File: src/rtl/raiz_bin2bcd.sv
`default_nettype none
// ============================================================================
//  Module   : raiz_bin2bcd
//  Purpose  : Sequential binary-to-BCD converter (shift-add-3 / double dabble)
//             for the square-root root value. It runs one iteration per input
//             bit, and each iteration takes two clocks (add-3, then shift).
//             A Start/Done handshake controls each conversion.
//  Options  : RAIZ_BLANK_EN - when defined, a registered leading-zero mask
//             is produced on Blank. Otherwise Blank is tied to zero.
//  Revision : 1.0 - initial release
// ============================================================================
module raiz_bin2bcd #(
    parameter int WIDTH  = 16,
    parameter int DIGITS = 5
) (
    input  logic                  clk,
    input  logic                  reset,
    input  logic                  Start,
    input  logic [WIDTH-1:0]      Bin,
    output logic [4*DIGITS-1:0]   Bcd,
    output logic                  Busy,
    output logic                  Done,
    output logic                  Overflow,
    output logic [DIGITS-1:0]     Blank
);

    // Iteration counter width: it must hold WIDTH itself.
    localparam int CW = $clog2(WIDTH + 1);
    localparam int BW = 4 * DIGITS;

    typedef enum logic [2:0] {
        S_Idle  = 3'd0,
        S_Load  = 3'd1,
        S_Add3  = 3'd2,
        S_Shift = 3'd3,
        S_Done  = 3'd4
    } state_t;

    state_t            state_q, state_d;
    logic [WIDTH-1:0]  sh_q,    sh_d;
    logic [BW-1:0]     w_q,     w_d;
    logic              ovf_q,   ovf_d;
    logic [CW-1:0]     cnt_q,   cnt_d;
    logic [BW-1:0]     bcd_q,   bcd_d;
    logic              ovfo_q,  ovfo_d;
    logic              done_q,  done_d;

    logic [BW-1:0]     w_add3;

    // Every digit >= 5 gets +3 in parallel, so that the following left
    // shift carries correctly into the next decimal digit.
    for (genvar k = 0; k < DIGITS; k++) begin : g_add3
        assign w_add3[4*k +: 4] = (w_q[4*k +: 4] >= 4'd5) ? (w_q[4*k +: 4] + 4'd3)
                                                            : w_q[4*k +: 4];
    end

    // State and datapath registers; reset wins over any conversion in flight.
    always_ff @(posedge clk) begin
        if (reset) begin
            state_q <= S_Idle;
            sh_q    <= '0;
            w_q     <= '0;
            ovf_q   <= 1'b0;
            cnt_q   <= '0;
            bcd_q   <= '0;
            ovfo_q  <= 1'b0;
            done_q  <= 1'b0;
        end else begin
            state_q <= state_d;
            sh_q    <= sh_d;
            w_q     <= w_d;
            ovf_q   <= ovf_d;
            cnt_q   <= cnt_d;
            bcd_q   <= bcd_d;
            ovfo_q  <= ovfo_d;
            done_q  <= done_d;
        end
    end

    // Next-state and datapath update logic. Every register holds its value
    // by default.
    always_comb begin
        state_d = state_q;
        sh_d    = sh_q;
        w_d     = w_q;
        ovf_d   = ovf_q;
        cnt_d   = cnt_q;
        bcd_d   = bcd_q;
        ovfo_d  = ovfo_q;
        done_d  = 1'b0;

        case (state_q)
            S_Idle: begin
                if (Start) begin
                    state_d = S_Load;
                end
            end

            S_Load: begin
                sh_d    = Bin;
                w_d     = '0;
                ovf_d   = 1'b0;
                cnt_d   = CW'(WIDTH);
                state_d = S_Add3;
            end

            S_Add3: begin
                w_d     = w_add3;
                state_d = S_Shift;
            end

            S_Shift: begin
                // {w, sh} shift left as one register. A 1 leaving the top
                // digit means the value does not fit in DIGITS digits.
                w_d   = {w_q[BW-2:0], sh_q[WIDTH-1]};
                sh_d  = {sh_q[WIDTH-2:0], 1'b0};
                ovf_d = ovf_q | w_q[BW-1];
                cnt_d = cnt_q - CW'(1);
                if (cnt_q == CW'(1)) begin
                    state_d = S_Done;
                end else begin
                    state_d = S_Add3;
                end
            end

            S_Done: begin
                // Publish the result. Done is registered alongside Bcd so
                // that it rises in the same cycle that the new Bcd appears.
                bcd_d   = w_q;
                ovfo_d  = ovf_q;
                done_d  = 1'b1;
                state_d = S_Idle;
            end

            default: begin
                state_d = S_Idle;
            end
        endcase
    end

    assign Bcd      = bcd_q;
    assign Overflow = ovfo_q;
    assign Done     = done_q;
    assign Busy     = (state_q != S_Idle);

`ifdef RAIZ_BLANK_EN
    logic [DIGITS-1:0] blank_q;
    logic [DIGITS-1:0] w_blank;

    // The units digit is never blanked, so a zero value still shows "0".
    assign w_blank[0] = 1'b0;
    for (genvar k = 1; k < DIGITS; k++) begin : g_blank
        assign w_blank[k] = ~|w_q[BW-1:4*k];
    end

    // The blank mask is latched in the same cycle as Bcd, so the two always
    // describe the same value.
    always_ff @(posedge clk) begin
        if (reset) begin
            blank_q <= '0;
        end else if (state_q == S_Done) begin
            blank_q <= w_blank;
        end
    end

    assign Blank = blank_q;
`else
    assign Blank = '0;
`endif

endmodule
`default_nettype wire

File: config.mk
export PLATFORM = sky130hd
export DESIGN_NAME = raiz_bin2bcd
export DESIGN_NICKNAME = d
export VERILOG_FILES = /design/src/rtl/raiz_bin2bcd.sv
export SDC_FILE = /design/constraint.sdc
export NUM_CORES = 1
export LEC_CHECK = 0
export BUFFER_PORTS_ARGS = -buffer_cell sky130_fd_sc_hd__buf_4
export CAP_MARGIN = 20
export CORE_MARGIN = 10
export CORE_UTILIZATION = 45
export CTS_BUF_LIST = sky130_fd_sc_hd__clkbuf_2
export CTS_CLUSTER_SIZE = 8
export DETAILED_ROUTE_END_ITERATION = 8
export HOLD_SLACK_MARGIN = 0.06
export PLACE_DENSITY = 0.65
export REMOVE_ABC_BUFFERS = 1
export SLEW_MARGIN = 5
export SYNTH_ARGS = -nofsm -noshare
export SYNTH_HDL_FRONTEND = slang
export SYNTH_SLANG_ARGS = --single-unit
File: constraint.sdc
create_clock -name clk -period 2.8 [get_ports clk]
set_input_delay 0.42 -clock clk [delete_from_list [all_inputs] [get_ports clk]]
set_output_delay 0.42 -clock clk [all_outputs]
set_load 0.1 [all_outputs]
# After elaboration in Yosys (flattened, before gate mapping)
# Cells that the tools add are included.
dict set report classes {
  n_addsub 6
  order_cmp 5
  n_eq_ne 11
  n_mux 13
  bitwise 1
  reduce_logical 9
}
# cell count
set ops {}
lappend ops {{$pmux 20 s3} 1}
lappend ops {{$pmux 16 s2} 1}
lappend ops {{$add 4x2->4 const B} 5}
lappend ops {{$ge 4x3->1 const B} 5}
lappend ops {{$mux 4} 5}
lappend ops {{$ne 2x2->1 const B} 6}
lappend ops {{$pmux 3 s4} 1}
lappend ops {{$pmux 5 s2} 1}
lappend ops {{$reduce_and 2->1} 5}
lappend ops {{$eq 3x2->1 const B} 2}
lappend ops {{$mux 3} 2}
lappend ops {{$reduce_bool 3->1} 2}
lappend ops {{$eq 5x1->1 const B} 1}
lappend ops {{$sub 5x1->5 const B} 1}
lappend ops {{$eq 3x1->1 const B} 1}
lappend ops {{$eq 3x3->1 const B} 1}
lappend ops {{$logic_not 3->1} 1}
lappend ops {{$pmux 1 s2} 1}
lappend ops {{$reduce_bool 2->1} 1}
lappend ops {{$mux 1} 1}
lappend ops {{$or 1x1->1} 1}
dict set report word_totals {
  regBits 67
  inputBits 19
  out_inout_bits 28
  word_cells 57
}

# Depth between registers and ports, before layout
# Gate-level depths: netlist (run 1).
dict set report depth {
  ltp_word 3
  mapped_depth 7
  mapped_depth_nobuf 6
}

# Worst setup path before layout (run 1)
# No wires, ideal clock.
dict set report synth_path {
  kind {register to output}
  startpoint {register state_q[0]}
  endpoint {output Busy}
  arrival_ps 1524
  required_time_ps 2380
  setup_slack_ps 856
  path_stages_with_launch 5
  n_path_buf 3
  cell_sequence {dfxtp_1 buf_4 buf_2 buf_2 or3_1}
}
dict set report synth_between {
  elab_chain_len 1
}
# item line
set synth_lines {}
lappend synth_lines {{start, declared} 39} ;# state_t state_q, state_d;
lappend synth_lines {{start signal, assigned} 60} ;# state_q <= S_Idle;
lappend synth_lines {{start signal, assigned} 69} ;# state_q <= state_d;
lappend synth_lines {{$reduce_bool 3->1} 144} ;# assign Busy = (state_q != S_Idle);
lappend synth_lines {{end, declared} 21} ;# output logic Busy,
# No other way between the ends.

# Final worst setup path (run 1)
# Ends and elaborated chain as after synthesis.

==> results.md, run 1 <==
* Vias in the first global route at roughly 2700
* Clk Latency, worst-skew pair at 0.53 ns
* Post-CTS sizing at 0
* Fin crit share at 79.9%
* Mapped Area at between 0.003 and 0.004 mm^2
* Setup TNS at 0 ns
* Hold Worst Slack at 0.160 ns
* RSZ-0062 raised after global routing: false
* Hold Vio Cnt, Final at 0
* Register area share after synthesis at 40.9%
* Final setup fails at 0
* Synth-to-Final Area Change at 15.5%
* Clk sinks at 67
* Post-layout net count at 449
* Hold_buf cts at 0
* Fmax at about 450 MHz
* Synth area leader: dfxtp_1
* Clk buf depth at 2
* Die width at 105 um
* Top cells by area, synth: dfxtp_1 41%, nand2_1 6.6%, a21oi_1 6.3%
* Die area at 0.0111 mm^2
* DRC Markers at 0
* Routed Antenna Nets at 0
* Finished Cell Area at ~0.0038 mm^2
* Initial antenna violation count at 0
* Total CTS buffers at 9
* Asr flop ratio synth at 0%
* Minimum clock period at approximately 2.2 ns
* P per Cell Area at ~560 mW/mm^2
* WP data arrival at 1.82 ns
* Total routed wirelength at 7380 um
* Worst setup SP type: register
* Leakage at 0.00138 uW
* First-pass GRT wire length at 12700 um
* Cell count after synthesis at 390
* Post-route insts no fill at 522
* Slew headroom at between 40 and 50%
* Worst Skew at 0.0230 ns
* #FFs+latches synth at 67
* Clk slew on worst S/H paths at 0.18 ns
* Placed Instances at 506
* VDD IR max at 0.263 mV
* Distinct cells, synth at 42
* CP Capture Type: output pin
* DRT iter0 DRCs at roughly 130
* Worst-Margin Slew at 0.775 ns
* Ys flop type: dfxtp_1
* Placed cell areas at 0.00360 mm^2
* Crit-path max FO at 18
* Fill cells at a little under 700
* CTS tree: built
* Via density at ~5.4
* Multi-input logic area at 0.00174 mm^2
* Post-synth EDFFs at 0
* Initial Util at 45.7%
* Status: finished clean
* FP Rows at 31
* DP Wirelength at roughly 5000 um
* Hold crit path type: input pin to register
* GRT Total Usage at a little over an eighth
* CORE AREA at roughly 0.0072 mm^2
* Die height at 105 um
* CP Class: register to output pin
* Placer Congestion at approximately 0.82
* WL/cell at 14.1 um
* Fin. max-slew vios at 0
* Share of layout cells above drive strength 1 at 16.5%
* Postcts setup bufs at 0
* Max cap viols at 0
* Syn_area_per_cell at 8.41 um^2
* H-tree levels at 3
* I/O Buffers at 41
* Total grt overflow at 0
* CTS root buf: clkbuf_2
* First-pass iteration count of the detailed router at 4
* Synth warn at 0
* Worst Path Required at 2.38 ns
* Fin util at 52.8%
* ANT cells at 0
* Pin count of the biggest net entering global routing at 52
* Register Area at 0.00134 mm^2
* Via total after detailed routing at 2793
* Share of the synthesized area in the top cell type at 40.9%
* Ports at 47
[Yosys cell counts (2+ instances only)]
cell type,n
a211oi_1,19
nand2_1,58
xor2_1,2
nor4_1,3
and2_1,3
o31a_1,2
o32ai_1,8
buf_4,7
ha_1,12
o2111ai_1,2
a32o_1,2
o22ai_1,2
nand4b_1,2
mux2i_1,20
nand2b_1,15
a311oi_1,2
nor3b_1,6
a21oi_1,41
nor3_1,3
a211oi_2,2
inv_1,13
a2bb2oi_1,2
o21ai_0,19
clkbuf_1,13
a22oi_1,2
nor2_1,30
o41ai_1,2
buf_2,12
a31o_2,3
dfxtp_1,67
or3_1,5
[state kept, by name, indices dropped and copies added (netlist names)]
name,cells
Overflow,1
Bcd,20
Done,1
ovf_q,1
cnt_q,5
w_q,20
state_q,3
sh_q,16
[per-layer routing]
layer | share of wire, % | global-route usage, %
met4 | 0.89 | 3.82
met5 | 0 | 0
met3 | 6.9 | 5.66
met1 | 46 | 15.6
met2 | 47 | 22.7
[layout make-up]
type | count | area share [%]
multi-input combinational | 281 | 46.0
clock inverter | 7 | 3.70
sequential | 67 | 35.4
tap | 99 | 3.27
inverter | 13 | 1.29
timing repair buffer | 46 | 9.12
clock buffer | 9 | 1.19
[power by group]
part / switching [uW] / internal, uW / total [uW]
logic: 181 / 102 / 283
registers: 30.1 / 985 / 1020
clock network: 364 / 473 / 837
[critical path: stages, from the launching register on]
cell,delay [ns]
dfxtp_1,0.80
or3_1,0.22
buf_4,0.28
[final timing paths]
kind / start / endpoint / slack (ns) / cells after the start
setup / recovery: state_q[0] / Busy / 0.56 / 2
hold / removal: Start / state_q[0] / 0.16 / 3
setup reg to reg: state_q[0] / sh_q[5] / 0.76 / 5
hold reg to reg: ovf_q / Overflow / 0.46 / 2
[stage by stage]
stage	total power, uW	setup slack [ns]
finish	2140	0.563
global route	2240	0.432
CTS	2160	0.542
detailed placement	1320	0.795
global placement	1310	0.874
floorplan	1230	0.116
[cell families (layout without fill, tap and decap cells)]
kind of cell / Yosys count / count (layout) / synth area share [%]
other: 1 / 5 / 0.114
adder cells (fa/ha/maj): 12 / 12 / 4.58
AND/OR/NAND/NOR: 131 / 131 / 19.0
multiplexers: 20 / 20 / 6.10
buffers and inverters: 46 / 75 / 6.52
AO/OA/AOI/OAI: 111 / 111 / 22.2
XOR/XNOR: 2 / 2 / 0.534
flip-flops: 67 / 67 / 40.9
[placed cells by master, fill, tap and decap left out, types with 6 or more instances in the layout]
cell      count
dfxtp_1      67
nand2_1      58
buf_4        46
a21oi_1      41
nor2_1       29
mux2i_1      20
o21ai_0      19
a211oi_1     19
nand2b_1     15
inv_1        13
ha_1         12
clkbuf_2      9
o32ai_1       8
nor3b_1       6
No activity file was read; power rests on OpenSTA's default activity.
==> run 2, diff against run 1 <==
Settings changed: ABC_AREA from default to 1.
Clock period 2.8 ns to 2.3 ns, I/O delays scaled along.
==> results.md, run 2 <==
* Internal power at 1610 uW
* Most frequent cells in the layout: 103 x nand2_1, 67 x dfxtp_1, 45 x nor2_1
* I/O Buffers at 41
* CP Capture Type: output pin
* Post-CTS sizing at 0
* Clock power frac at 28.4%
* Worst-Margin Slew at 0.620 ns
* Routed Antenna Nets at 0
* Asr flop ratio synth at 0%
* Via total after detailed routing at 2947
* VDD IR max at 0.317 mV
* Clk sinks at between 60 and 70
* Status: finished clean
* Vias in the first global route at ~2800
* Flop-to-flop setup slack at 0.60 ns
* Worst Path Required at 1.96 ns
* Initial antenna violation count at 0
* Syn_area_per_cell at between 7 and 8 um^2
* Share of the synthesized area in the top cell type at 42.1%
* Via density at roughly 5
* Fin util at between 50% and 60%
* Fin crit share at 78.4%
* CTS root buf: clkbuf_2
* Clk buf depth at 2
* Met2 wire length at 3360 um
* P per Cell Area at 637 mW/mm^2
* H-tree levels at 3
* DRT iter0 DRCs at 199
* Synth warn at 0
* Share of layout cells above drive strength 1 at 16.1%
* FP Rows at 30
* ANT cells at 0
* CTS tree: built
* Clk Latency, worst-skew pair at 0.51 ns
* Ports at 47
* Worst Skew at 0.0136 ns
* CP Class: register to output pin
* Placed Instances at 564
* Total routed wirelength at 7510 um
* Reg power frac at 53.4%
* Max cap viols at 0
* Switching power total at 759 uW
* Synth area leader: dfxtp_1
* Minimum clock period at ~1.8 ns
* Slew headroom at 58.6%
* Post-route insts no fill at 587
* Commonest non-fill, non-tap cell in the layout: nand2_1
* WP data arrival at roughly 1.5 ns
* Fill cells at 685
* GRT Total Usage at 13.9%
* Commonest cells post-synth: 103 x nand2_1, 67 x dfxtp_1, 45 x nor2_1
* First-pass iteration count of the detailed router at 4
* WL/cell at 12.8 um
* Total grt overflow at 0
* Post-synth EDFFs at 0
* CORE AREA at 0.00683 mm^2
* First-pass GRT wire length at 12800 um
* Placer Congestion at 0.879
* Leakage at 0.00163 uW
* Hold crit path type: input pin to register
* Metal3 WL at 390 um
* Mapped Area at approximately 0.0032 mm^2
* Crit-path max FO at 4
* Synth-to-Final Area Change at 16.4%
* Top cells by area, synth: dfxtp_1 42%, nand2_1 12%, o21ai_0 5.8%
* Initial Util at 46.7%
* Fmax at 555 MHz
* Highest Signal Layer: met4
* Die height at 104 um
* #FFs+latches synth at 67
* Fin. max-slew vios at 0
* Hold Vio Cnt, Final at 0
* Comb power frac at 18.1%
* Switching Fraction at roughly a third
* Clk slew on worst S/H paths at 0.18 ns
* Register area share after synthesis at 42.1%
* RSZ-0062 raised after global routing: false
* Final setup fails at 0
* Ys flop type: dfxtp_1
* Distinct cells, synth at 28
* DRC Markers at 0
* Worst setup SP type: register
* Total CTS buffers at 9
* Post-layout net count at 517
* Pin count of the biggest net entering global routing at 32
* Cell count after synthesis at 443
* DP Wirelength at 5240 um
* M1 WL at 3580 um
* Die width at 104 um
* Die area at 0.0109 mm^2
* Setup TNS at 0 ns
* Cell with the most instances after synthesis: nand2_1
==> run 2: cell types whose count changed after synthesis, sizes merged, moves of 10 or more <==
cell    before  now
nand2       58  105
o21ai       19   51
inv         13   44
nor2        30   54
a211oi      21    0
mux2i       20    0
nand3        1   19
nand2b      15    0
o22ai        2   12
==> run 2: what timing repair did <==
action | CTS | global route
endpoints found under the hold margin | 7 | 0
setup buffers | 0 | 0
hold buffers | 7 | 0
==> run 2: final cells by class <==
class | instances | area, um^2 | share of cell area [%]
clock buffers | 10 | 50.0 | 1.35
flip-flops and latches | 67 | 1340 | 36.1
clock inverters | 6 | 56.3 | 1.52
multi-input cells | 312 | 1560 | 42.0
repair buffers | 52 | 420 | 11.3
inverters | 44 | 165 | 4.45
well taps | 96 | 120 | 3.24
==> run 2: power by group through the flow <==
stage	registers (uW)	logic (uW)	clock network [uW]
6_report	1260	429	672
5_1_grt	1270	485	746
2_1_floorplan	1280	313	0
3_3_place_gp	1290	414	0
3_5_place_dp	1290	420	0
4_1_cts	1260	431	697
==> run 2: worst max-delay path, cell delays in order (launching register included) <==
cell,delay (ns)
dfxtp_1,0.48
inv_2,0.10
nand2_1,0.08
buf_4,0.28
==> run 2: cells by family (layout without fill, tap and decap cells) <==
group                    count (synthesis)  in the layout  synth area share (%)
AND/OR/NAND/NOR                        182            182                  23.9
AO/OA/AOI/OAI                          112            112                  19.5
buffers and inverters                   68            112                  9.53
flip-flops                              67             67                  42.1
adder cells (fa/ha/maj)                 12             12                  4.71
other                                    1              5                 0.118
XOR/XNOR                                 1              1                 0.275
==> run 2: per-stage QoR <==
step | total power, uW | hold slack, ns | setup slack, ns | cell area [um^2]
floorplan | 1590 | 0.414 | 0.684 | 3070
global placement | 1700 | 0.455 | 0.682 | 3540
detailed placement | 1710 | 0.466 | 0.620 | 3540
CTS | 2390 | 0.0606 | 0.448 | 3710
global route | 2500 | 0.0760 | 0.373 | 3710
finish | 2360 | 0.0834 | 0.497 | 3710
==> run 2: layer usage <==
layer	GRT usage [%]	up-vias
met5	0	-
met1	16.6	1346
li1	-	1526
met2	22.1	57
met3	4.34	18
met4	6.66	0
==> run 2: final timing paths <==
path                                  from          to  depth (start not counted)
worst max-delay path            state_q[2]        Busy                          3
worst min-delay path                Bin[0]     sh_q[0]                          3
worst max register to register  state_q[2]      w_q[2]                          8
worst min register to register    cnt_q[4]  state_q[2]                          1
==> run 3, diff against run 2 <==
Clock period 2.3 ns to 1.7 ns, I/O delays scaled along.
==> results.md, run 3 (synthesis gave the netlist of run 2 again) <==
* Clk sinks at 67
* WL/cell at between 10 and 15 um
* Most frequent cells in the layout: 103 x nand2_1, 64 x dfxtp_1, 50 x buf_4
* CTS tree: built
* P per Cell Area at 897 mW/mm^2
* Postcts setup bufs at 0
* Total grt overflow at 0
* I/O Buffers at 41
* VDD IR max at 0.390 mV
* RSZ-0062 raised after global routing: false
* Worst reg2reg startpoint: w_q[16]
* First-pass GRT wire length at ~13000 um
* WP data arrival at 1.31 ns
* Hold path start: reset
* Status: finished clean
* Initial Util at 46.7%
* Total routed wirelength at 7590 um
* Hold Vio Cnt, Final at 0
* Initial antenna violation count at 0
* Synth-to-Final Area Change at 22.4%
* Via density at 4.89
* Clk Latency, worst-skew pair at 0.49 ns
* Ports at 47
* CP Class: register to output pin
* Placer Congestion at approximately 0.84
* Worst Path Required at between 1 and 1.5 ns
* Hold crit path type: input pin to register
* CTS root buf: clkbuf_2
* Leakage at 0.00172 uW
* GRT Total Usage at 13.9%
* Final setup fails at 0
* ANT cells at 0
* Post-layout net count at 533
* Clk buf depth at 2
* Fin crit share at 92.2%
* Setup TNS at 0 ns
* Fmax at approximately 640 MHz
* Finished Cell Area at between 0.003 and 0.004 mm^2
* First-pass iteration count of the detailed router at 4
* Commonest non-fill, non-tap cell in the layout: nand2_1
* Vias in the first global route at 2851
* Worst Skew at 0.0194 ns
* Die height at 104 um
* Pin count of the biggest net entering global routing at 32
* Share of layout cells above drive strength 1 at between 15 and 20%
* Placed cell areas at 0.00357 mm^2
* DP Wirelength at 5080 um
* Max cap viols at 0
* Routed Antenna Nets at 0
* CORE AREA at 0.00683 mm^2
* Die width at around 100 um
* Crit-path max FO at 4
* Fin. max-slew vios at 0
* Clk slew on worst S/H paths at 0.19 ns
* Critical Path Source: state_q[2]
* Worst setup SP type: register
* Total CTS buffers at 9
* Minimum clock period at 1.57 ns
* CP Capture Type: output pin
* DRC Markers at 0
* Die area at 0.0109 mm^2
* FP Rows at 30
* Via total after detailed routing at 2946
* H-tree levels at 3
* DRT iter0 DRCs at 167
==> run 3: cell types whose count changed in the layout (fill, tap and decap cells not counted), moves of 2 or more <==
cell	before	now
dlygate4sd3_1	7	17
nor2_2	7	9
buf_4	44	50
nor2_1	45	43
bufinv_16	1	3
clkinv_1	1	3
dfxtp_1	67	64
clkinv_2	3	1
dfxtp_2	0	3
==> run 3: layer usage <==
layer	part of all wire (%)	global-route usage [%]	vias to the layer above
met5	0	0	-
met4	1.7	5.86	0
met3	5.0	3.59	14
met2	46	22.8	63
met1	47	16.8	1310
li1	-	-	1559
==> run 3: worst paths after layout <==
path                end  slack [ns]  cells past startpoint
max                Busy        0.13                      3
min          state_q[0]        0.13                      2
max reg2reg     w_q[19]        0.19                      9
min reg2reg     sh_q[0]        0.48                      2
==> run 3: through the flow <==
| stage | worst slack, ns | utilization [%] | cells | hold WS [ns] | total power (uW) |
|---|---|---|---|---|---|
| floorplan | 0.0843 | - | 423 | 0.324 | 2150 |
| detailed placement | 0.130 | 52.2 | 570 | 0.461 | 2320 |
| finish | 0.132 | 57.1 | 603 | 0.125 | 3500 |
| global route | 0.0323 | 57.1 | 603 | 0.121 | 3690 |
| global placement | 0.229 | 52.2 | 570 | 0.455 | 2310 |
| CTS | 0.0118 | 57.0 | 603 | 0.0920 | 3540 |
==> run 3: area by class of cell <==
class	count	area [um^2]
Sequential cell	67	1350
Multi-Input combinational cell	312	1560
Clock buffer	9	45.0
Timing Repair Buffer	68	557
Clock inverter	7	106
Tap cell	96	120
Fill cell	696	2930
Inverter	44	165
==> run 3: power breakdown <==
group | internal, uW | switching, uW
Sequential | 1640 | 66.1
Clock | 619 | 555
Combinational | 225 | 394
==> run 3: what timing repair did <==
action | CTS | global route
endpoints found under the setup margin | 1 | 4
endpoints found under the hold margin | 17 | 0
hold buffers | 17 | 0
gates resized for setup | 3 | 3
==> run 3: worst max-delay path, cell delays in order, from the launching register on <==
cell	delay [ns]
dfxtp_2	0.42
inv_2	0.08
nand2_1	0.10
buf_6	0.23
